File: src/rtl/lut_eval_pkg.sv
// ============================================================================
// Module      : lut_eval_pkg
// Description : Shared types and constants for the lut_eval truth-table block.
// Revision    : 1.0 - initial release
// ============================================================================
`default_nettype none

package lut_eval_pkg;

    localparam int N_IN_MAX = 6;

    typedef enum logic [1:0] {
        EMPTY = 2'd0,
        LOAD  = 2'd1,
        RUN   = 2'd2,
        SWEEP = 2'd3
    } state_t;

    function automatic int rows(input int n);
        return 1 << n;
    endfunction

endpackage

`default_nettype wire

File: src/rtl/lut_eval_if.sv
// ============================================================================
// Module      : lut_eval_if
// Description : Load/evaluate/sweep signal bundle for lut_eval.
// Revision    : 1.0 - initial release
// ============================================================================
`default_nettype none

interface lut_eval_if #(
    parameter int N_IN = 3
);

    logic            cfg_start;
    logic            cfg_valid;
    logic            cfg_bit;
    logic            cfg_ready;
    logic            in_valid;
    logic [N_IN-1:0] in_vec;
    logic            out;
    logic            out_valid;
    logic            loaded;
    logic            sweep_start;
    logic [N_IN-1:0] sweep_idx;

    modport master (
        output cfg_start, cfg_valid, cfg_bit, in_valid, in_vec, sweep_start,
        input  cfg_ready, out, out_valid, loaded, sweep_idx
    );

    modport slave (
        input  cfg_start, cfg_valid, cfg_bit, in_valid, in_vec, sweep_start,
        output cfg_ready, out, out_valid, loaded, sweep_idx
    );

endinterface

`default_nettype wire

File: src/rtl/lut_eval_table.sv
// ============================================================================
// Module      : lut_eval_table
// Description : ROWS-bit truth-table storage with serial write counter and
//               combinational read port.
// Revision    : 1.0 - initial release
// ============================================================================
`default_nettype none

module lut_eval_table
    import lut_eval_pkg::*;
#(
    parameter int N_IN = 3
) (
    input  wire logic            clk,
    input  wire logic            rst_n,
    input  wire logic            clr,
    input  wire logic            wr_en,
    input  wire logic            wr_bit,
    input  wire logic [N_IN-1:0] rd_addr,
    output logic                 rd_data,
    output logic                 last_row
);

    localparam int              c_rows     = rows(N_IN);
    localparam logic [N_IN-1:0] c_last_row = N_IN'(c_rows - 1);

    logic [c_rows-1:0] r_mem;
    logic [N_IN-1:0]   r_cnt;

    // A restart only rewinds the counter; untouched rows keep old contents.
    always_ff @(posedge clk) begin
        if (!rst_n) begin
            r_mem <= '0;
            r_cnt <= '0;
        end else if (clr) begin
            r_cnt <= '0;
        end else if (wr_en) begin
            r_mem[r_cnt] <= wr_bit;
            r_cnt        <= r_cnt + 1'b1;
        end
    end

    assign rd_data  = r_mem[rd_addr];
    assign last_row = wr_en && (r_cnt == c_last_row);

endmodule

`default_nettype wire

File: src/rtl/lut_eval.sv
// ============================================================================
// Module      : lut_eval
// Description : Runtime-programmable N_IN-input truth-table evaluator with
//               serial load and optional full-table sweep (LUT_EVAL_SWEEP_EN).
// Revision    : 1.0 - initial release
// ============================================================================
`default_nettype none

module lut_eval
    import lut_eval_pkg::*;
#(
    parameter int N_IN = 3
) (
    input  wire logic   clk,
    input  wire logic   rst_n,
    lut_eval_if.slave   bus
);

    localparam int              c_rows     = rows(N_IN);
    localparam logic [N_IN-1:0] c_last_row = N_IN'(c_rows - 1);

    if (N_IN < 1 || N_IN > N_IN_MAX) begin : g_bad_n_in
        $error("lut_eval: N_IN out of range 1..6");
    end

    state_t          r_state;
    state_t          w_state_nxt;
    logic            r_out;
    logic            w_out_nxt;
    logic            r_out_valid;
    logic            w_out_valid_nxt;
    logic            r_loaded;
    logic            w_loaded_nxt;

    logic            w_wr_en;
    logic            w_last_row;
    logic [N_IN-1:0] w_rd_addr;
    logic            w_rd_data;

`ifdef LUT_EVAL_SWEEP_EN
    logic [N_IN-1:0] r_sweep_idx;
    logic [N_IN-1:0] w_sweep_idx_nxt;
    logic            w_sweep_go;

    assign w_sweep_go = (r_state == RUN) && r_loaded && bus.sweep_start;
`else
    logic w_unused_sweep_start;

    assign w_unused_sweep_start = bus.sweep_start;
`endif

    // A new cfg_start wins over any in-flight write in the same cycle.
    assign w_wr_en = (r_state == LOAD) && bus.cfg_valid && !bus.cfg_start;

    lut_eval_table #(
        .N_IN (N_IN)
    ) u_table (
        .clk      (clk),
        .rst_n    (rst_n),
        .clr      (bus.cfg_start),
        .wr_en    (w_wr_en),
        .wr_bit   (bus.cfg_bit),
        .rd_addr  (w_rd_addr),
        .rd_data  (w_rd_data),
        .last_row (w_last_row)
    );

    // Read address kept apart from the FSM so rd_data has no path back into it.
    always_comb begin
        w_rd_addr = bus.in_vec;
`ifdef LUT_EVAL_SWEEP_EN
        if (r_state == SWEEP) begin
            w_rd_addr = r_sweep_idx + 1'b1;
        end else if (bus.sweep_start) begin
            w_rd_addr = '0;
        end
`endif
    end

    always_ff @(posedge clk) begin
        if (!rst_n) begin
            r_state     <= EMPTY;
            r_out       <= 1'b0;
            r_out_valid <= 1'b0;
            r_loaded    <= 1'b0;
`ifdef LUT_EVAL_SWEEP_EN
            r_sweep_idx <= '0;
`endif
        end else begin
            r_state     <= w_state_nxt;
            r_out       <= w_out_nxt;
            r_out_valid <= w_out_valid_nxt;
            r_loaded    <= w_loaded_nxt;
`ifdef LUT_EVAL_SWEEP_EN
            r_sweep_idx <= w_sweep_idx_nxt;
`endif
        end
    end

    always_comb begin
        w_state_nxt     = r_state;
        w_out_nxt       = r_out;
        w_out_valid_nxt = 1'b0;
        w_loaded_nxt    = r_loaded;
`ifdef LUT_EVAL_SWEEP_EN
        w_sweep_idx_nxt = r_sweep_idx;
`endif

        if (bus.cfg_start) begin
            w_state_nxt  = LOAD;
            w_loaded_nxt = 1'b0;
`ifdef LUT_EVAL_SWEEP_EN
            w_sweep_idx_nxt = '0;
`endif
        end else begin
            case (r_state)
                EMPTY: begin
                end
                LOAD: begin
                    if (w_last_row) begin
                        w_state_nxt  = RUN;
                        w_loaded_nxt = 1'b1;
                    end
                end
                RUN: begin
`ifdef LUT_EVAL_SWEEP_EN
                    if (w_sweep_go) begin
                        w_state_nxt     = SWEEP;
                        w_out_nxt       = w_rd_data;
                        w_out_valid_nxt = 1'b1;
                        w_sweep_idx_nxt = '0;
                    end else
`endif
                    if (bus.in_valid) begin
                        w_out_nxt       = w_rd_data;
                        w_out_valid_nxt = 1'b1;
                    end
                end
`ifdef LUT_EVAL_SWEEP_EN
                SWEEP: begin
                    if (r_sweep_idx == c_last_row) begin
                        w_state_nxt     = RUN;
                        w_sweep_idx_nxt = '0;
                    end else begin
                        w_out_nxt       = w_rd_data;
                        w_out_valid_nxt = 1'b1;
                        w_sweep_idx_nxt = r_sweep_idx + 1'b1;
                    end
                end
`endif
                default: begin
                    w_state_nxt = EMPTY;
                end
            endcase
        end
    end

    assign bus.cfg_ready = (r_state == LOAD);
    assign bus.out       = r_out;
    assign bus.out_valid = r_out_valid;
    assign bus.loaded    = r_loaded;
`ifdef LUT_EVAL_SWEEP_EN
    assign bus.sweep_idx = r_sweep_idx;
`else
    assign bus.sweep_idx = '0;
`endif

endmodule

`default_nettype wire

File: src/flat_wrapper.sv
// flat-port wrapper written by rule: the top's interface ports become plain ports
module lut_eval_flat import lut_eval_pkg::*;
#(
    parameter int N_IN = 3
)
  (clk, rst_n, bus_cfg_start, bus_cfg_valid, bus_cfg_bit, bus_in_valid, bus_in_vec, bus_sweep_start, bus_cfg_ready, bus_out, bus_out_valid, bus_loaded, bus_sweep_idx);
  lut_eval_if #(.N_IN(N_IN)) bus_i ();
  input  wire logic clk;
  input  wire logic rst_n;
  input wire logic [$bits(bus_i.cfg_start)-1:0] bus_cfg_start;
  input wire logic [$bits(bus_i.cfg_valid)-1:0] bus_cfg_valid;
  input wire logic [$bits(bus_i.cfg_bit)-1:0] bus_cfg_bit;
  input wire logic [$bits(bus_i.in_valid)-1:0] bus_in_valid;
  input wire logic [$bits(bus_i.in_vec)-1:0] bus_in_vec;
  input wire logic [$bits(bus_i.sweep_start)-1:0] bus_sweep_start;
  output wire logic [$bits(bus_i.cfg_ready)-1:0] bus_cfg_ready;
  output wire logic [$bits(bus_i.out)-1:0] bus_out;
  output wire logic [$bits(bus_i.out_valid)-1:0] bus_out_valid;
  output wire logic [$bits(bus_i.loaded)-1:0] bus_loaded;
  output wire logic [$bits(bus_i.sweep_idx)-1:0] bus_sweep_idx;
  assign bus_i.cfg_start = bus_cfg_start;
  assign bus_i.cfg_valid = bus_cfg_valid;
  assign bus_i.cfg_bit = bus_cfg_bit;
  assign bus_i.in_valid = bus_in_valid;
  assign bus_i.in_vec = bus_in_vec;
  assign bus_i.sweep_start = bus_sweep_start;
  assign bus_cfg_ready = bus_i.cfg_ready;
  assign bus_out = bus_i.out;
  assign bus_out_valid = bus_i.out_valid;
  assign bus_loaded = bus_i.loaded;
  assign bus_sweep_idx = bus_i.sweep_idx;
  lut_eval #(.N_IN(N_IN)) u_core (.clk(clk), .rst_n(rst_n), .bus(bus_i));
endmodule
File: config.mk
export PLATFORM = sky130hd
export DESIGN_NAME = lut_eval_flat
export DESIGN_NICKNAME = d
export VERILOG_FILES = /design/src/rtl/lut_eval_pkg.sv /design/src/rtl/lut_eval_if.sv /design/src/rtl/lut_eval_table.sv /design/src/rtl/lut_eval.sv /design/src/flat_wrapper.sv
export SDC_FILE = /design/constraint.sdc
export NUM_CORES = 1
export LEC_CHECK = 0
export CORE_MARGIN = 5
export CORE_UTILIZATION = 43
export DETAILED_ROUTE_END_ITERATION = 8
export MAX_ROUTING_LAYER = met4
export PLACE_DENSITY = 0.69
export SYNTH_ARGS = -nofsm -noshare
export SYNTH_HDL_FRONTEND = slang
export SYNTH_HIERARCHICAL = 1
export SYNTH_SLANG_ARGS = --single-unit
File: constraint.sdc
create_clock -name clk -period 1.5 [get_ports clk]
set_input_delay 0.45 -clock clk [delete_from_list [all_inputs] [get_ports clk]]
set_output_delay 0.45 -clock clk [all_outputs]
set_load 0.03 [all_outputs]
==> impl_metrics.env <==
export IMPL_synth_seq_cells=16
export IMPL_wirelength_um=1570
export IMPL_synth_yosys_warnings=6
export IMPL_h_tree_depth=1
export IMPL_synth_lib_cells_used_distinct=30
export IMPL_top_level_ports=17
export IMPL_avgRoutedWirePerCell_um=12.5
export IMPL_required_time_of_the_critical_path_ns=1.68
export IMPL_maxSlewViolCount=0
export IMPL_max_clock_path_buffers=2
export IMPL_area_growth_pct=31.4
export IMPL_gp_congestion=0.744
export IMPL_hold_worst_slack_ns=0.452
export IMPL_status="finished clean"
export IMPL_diodes=0
export IMPL_place_inst=122
export IMPL_kind_of_start_point_of_the_critical_path="flip-flop"
export IMPL_synth_top_cell_area_share=0.402
export IMPL_grt_antenna_before_repair=0
export IMPL_synth_enable_flop_cells=0
export IMPL_power_ir_vdd_worst_v=0.000382
export IMPL_root_buffer="sky130_fd_sc_hd__clkbuf_4"
export IMPL_final_period_utilization=0.978
export IMPL_tritoncts="yes"
export IMPL_clkSinkCount=16
export IMPL_report_final_setup_viol=0
export IMPL_timing_final_crit_period_ns=1.47
export IMPL_min_from="u_core/bus.loaded"
export IMPL_initial_utilization=0.457
export IMPL_mappedNetlistArea_um2=797
export IMPL_drc=0
export IMPL_finish_cell_count_without_fillers=126
export IMPL_use_met1=0.177
export IMPL_met3_track_demand_over_resource_in_global_routing=0.0423
export IMPL_achievable_frequency_mhz=682
export IMPL_worstSetupPathType="reg -> reg"
export IMPL_hold_end="u_core/bus.loaded"
export IMPL_grt_util_met2=0.194
export IMPL_hold_depth=2
export IMPL_synthDominantAreaCellType="sky130_fd_sc_hd__dfxtp_1"
export IMPL_power_static_leakage_nw=0.431
export IMPL_placeableCoreArea_um2=1750
export IMPL_min_delay_path_class="reg -> reg"
export IMPL_postRouteAntennaNets=0
export IMPL_most_numerous_cell_in_the_yosys_netlist="sky130_fd_sc_hd__dfxtp_1"
export IMPL_regToRegSetupSlack_ns=0.03
export IMPL_grt_start_max_net_pins=12
export IMPL_grt_first_pass_wirelength_um=2620
export IMPL_row_count=15
export IMPL_synth_top_flop_cell="sky130_fd_sc_hd__dfxtp_1"
export IMPL_clkSlewWorstSetupHoldPaths_ns=0.10
export IMPL_dpl_wire_length_um=1180
export IMPL_fp_dieW_um=53.1
export IMPL_pwr_density_cell_nw_per_um2=767
export IMPL_synth_cells_most_frequent="sky130_fd_sc_hd__dfxtp_1 (16), sky130_fd_sc_hd__nand2_1 (11), sky130_fd_sc_hd__mux2i_1 (9), sky130_fd_sc_hd__nand3b_1 (4), sky130_fd_sc_hd__nor2_1 (4)"
export IMPL_final_fill_count=154
export IMPL_sequential_cell_area_fraction_in_the_yosys_report=0.402
export IMPL_global_route_usage_total=0.139
export IMPL_synthArstFlopShare=0
export IMPL_detail_route_iter0_violations=8
export IMPL_cts_repair_timing_setup_buffer_count=0
export IMPL_fin_skew_ns=0.00420
export IMPL_post_cts_hold_buffers=0
export IMPL_critPathMaxFanout=5
export IMPL_grt_busiest_layer="met2"
export IMPL_syn_avg_cell_area_um2=10.1
export IMPL_timing_final_hold_violations=0
export IMPL_synthCells=79
export IMPL_grt_setup_unrepaired="yes"
export IMPL_avgViaCountPerCell=4.75
export IMPL_rr_startpoint="u_core/r_state[1]"
export IMPL_grt_remaining_overflow=0
export IMPL_number_of_clock_buffers_inserted_by_tritoncts=3
export IMPL_routed_via_count=599
export IMPL_finish_net_count=114
export IMPL_die_area_um2=2810
export IMPL_drt_pass1_iterations=3
export IMPL_die_h_um=53.1
export IMPL_total_of_max_cap_violations=0
export IMPL_critical_path_capture_point_type="flip-flop"
export IMPL_r2r_worst_path_cells=5
export IMPL_synth_top_cells_by_area="sky130_fd_sc_hd__dfxtp_1 (40%), sky130_fd_sc_hd__mux2i_1 (11%), sky130_fd_sc_hd__mux4_1 (6.6%), sky130_fd_sc_hd__nand2_1 (5.2%), sky130_fd_sc_hd__nand3b_1 (3.8%)"
export IMPL_clkLatencyLatePin_ns=0.29
export IMPL_crit_path_dat_ns=1.64
export IMPL_portBuffers=12
export IMPL_timing_rr_end="u_core/u_table/r_mem[4]"
export IMPL_layout_drive_gt1_share=0.317
export IMPL_post_layout_total_power_uw=804
export IMPL_first_global_vias=585
[worst max-delay path: stages (launching register included)]
cell,delay (ns)
sky130_fd_sc_hd__dfxtp_2,0.33
sky130_fd_sc_hd__and2b_4,0.23
sky130_fd_sc_hd__and3b_2,0.19
sky130_fd_sc_hd__nand3b_1,0.20
sky130_fd_sc_hd__o311ai_2,0.30
sky130_fd_sc_hd__o41ai_2,0.11
[registers in the layout (all words and copies together), names as in the netlist]
signal / cells
u_core/r_state: 2
u_core/u_table/r_cnt: 3
u_core/u_table/r_mem: 8
u_core/bus.out_valid: 1
u_core/bus.loaded: 1
u_core/bus.out: 1
[power by group]
part           total, mW  internal, mW  switching (mW)
Sequential         0.429         0.427         0.00158
Clock              0.288         0.148           0.140
Combinational     0.0870        0.0435          0.0435
Total              0.804         0.619           0.185
[per-layer routing]
| metal | part of all wire | wire length, um |
|---|---|---|
| met2 | 0.43 | 674 |
| met4 | 0.016 | 25 |
| met5 | 0 | 0 |
| met3 | 0.051 | 81 |
| met1 | 0.50 | 792 |
[how the worst max path moves through the flow]
stage	to	slack (ns)	start
after floorplan	u_core/u_table/r_mem[4]	-0.06	u_core/r_state[1]
after global placement	u_core/bus.out	-0.46	bus_in_vec[1]
after detailed placement	u_core/bus.out	-0.50	bus_in_vec[2]
after CTS	u_core/u_table/r_mem[4]	-0.02	u_core/r_state[1]
after global routing	u_core/u_table/r_mem[6]	-0.09	u_core/r_state[1]
final	u_core/u_table/r_mem[4]	0.03	u_core/r_state[1]
[cells in the final DEF, fill, tap and decap left out, drive strengths merged]
cell type	n
o311ai	1
nor3b	4
and4bb	1
a21oi	2
o211ai	1
ha	2
nand3b	4
clkdlybuf4s15	1
xnor2	1
dlygate4sd2	5
conb	3
nor2	4
o21a	1
and2b	1
mux2i	9
o31ai	1
and3b	1
buf	12
dfxtp	16
nand2b	2
inv	1
clkbuf	5
or2b	1
nand2	11
o41ai	1
clkdlybuf4s50	4
nand3	1
and2	2
mux4	2
mux2	1
[layout make-up]
type | count | area, um^2 | share of cell area
multi-input cells | 57 | 465 | 0.444
flip-flops and latches | 16 | 322 | 0.307
repair buffers | 23 | 189 | 0.180
clock buffers | 4 | 36.3 | 0.0346
well taps | 25 | 31.3 | 0.0299
inverters | 1 | 3.75 | 0.00358
[metrics by stage]
| stage | instance area [um^2] | setup TNS, ns | utilization | setup WS [ns] |
|---|---|---|---|---|
| global route | 1050 | -0.281 | 0.600 | -0.0864 |
| global placement | 1010 | -4.08 | 0.578 | -0.465 |
| CTS | 1040 | -0.0156 | 0.598 | -0.0156 |
| finish | 1050 | 0 | 0.600 | 0.0329 |
| detailed placement | 1010 | -4.17 | 0.578 | -0.502 |
| floorplan | 823 | -0.131 | - | -0.0649 |
[cells by family after synthesis]
group	Yosys count	share of synthesized area
and+or+nand+nor	32	0.240
DFF	16	0.402
muxes	12	0.193
buffers and inverters	8	0.0549
AOI/OAI and AO/OA	7	0.0628
adders and majority gates	2	0.0314
other	1	0.00471
xor gates and xnor gates	1	0.0110
[what timing repair did]
| item | CTS | global route |
|---|---|---|
| pin swaps | 2 | 3 |
| hold endpoints to repair | 0 | 0 |
| endpoints found under the setup margin | 10 | 7 |
| resized for setup | 11 | 5 |
No activity file was read; power rests on OpenSTA's default activity.
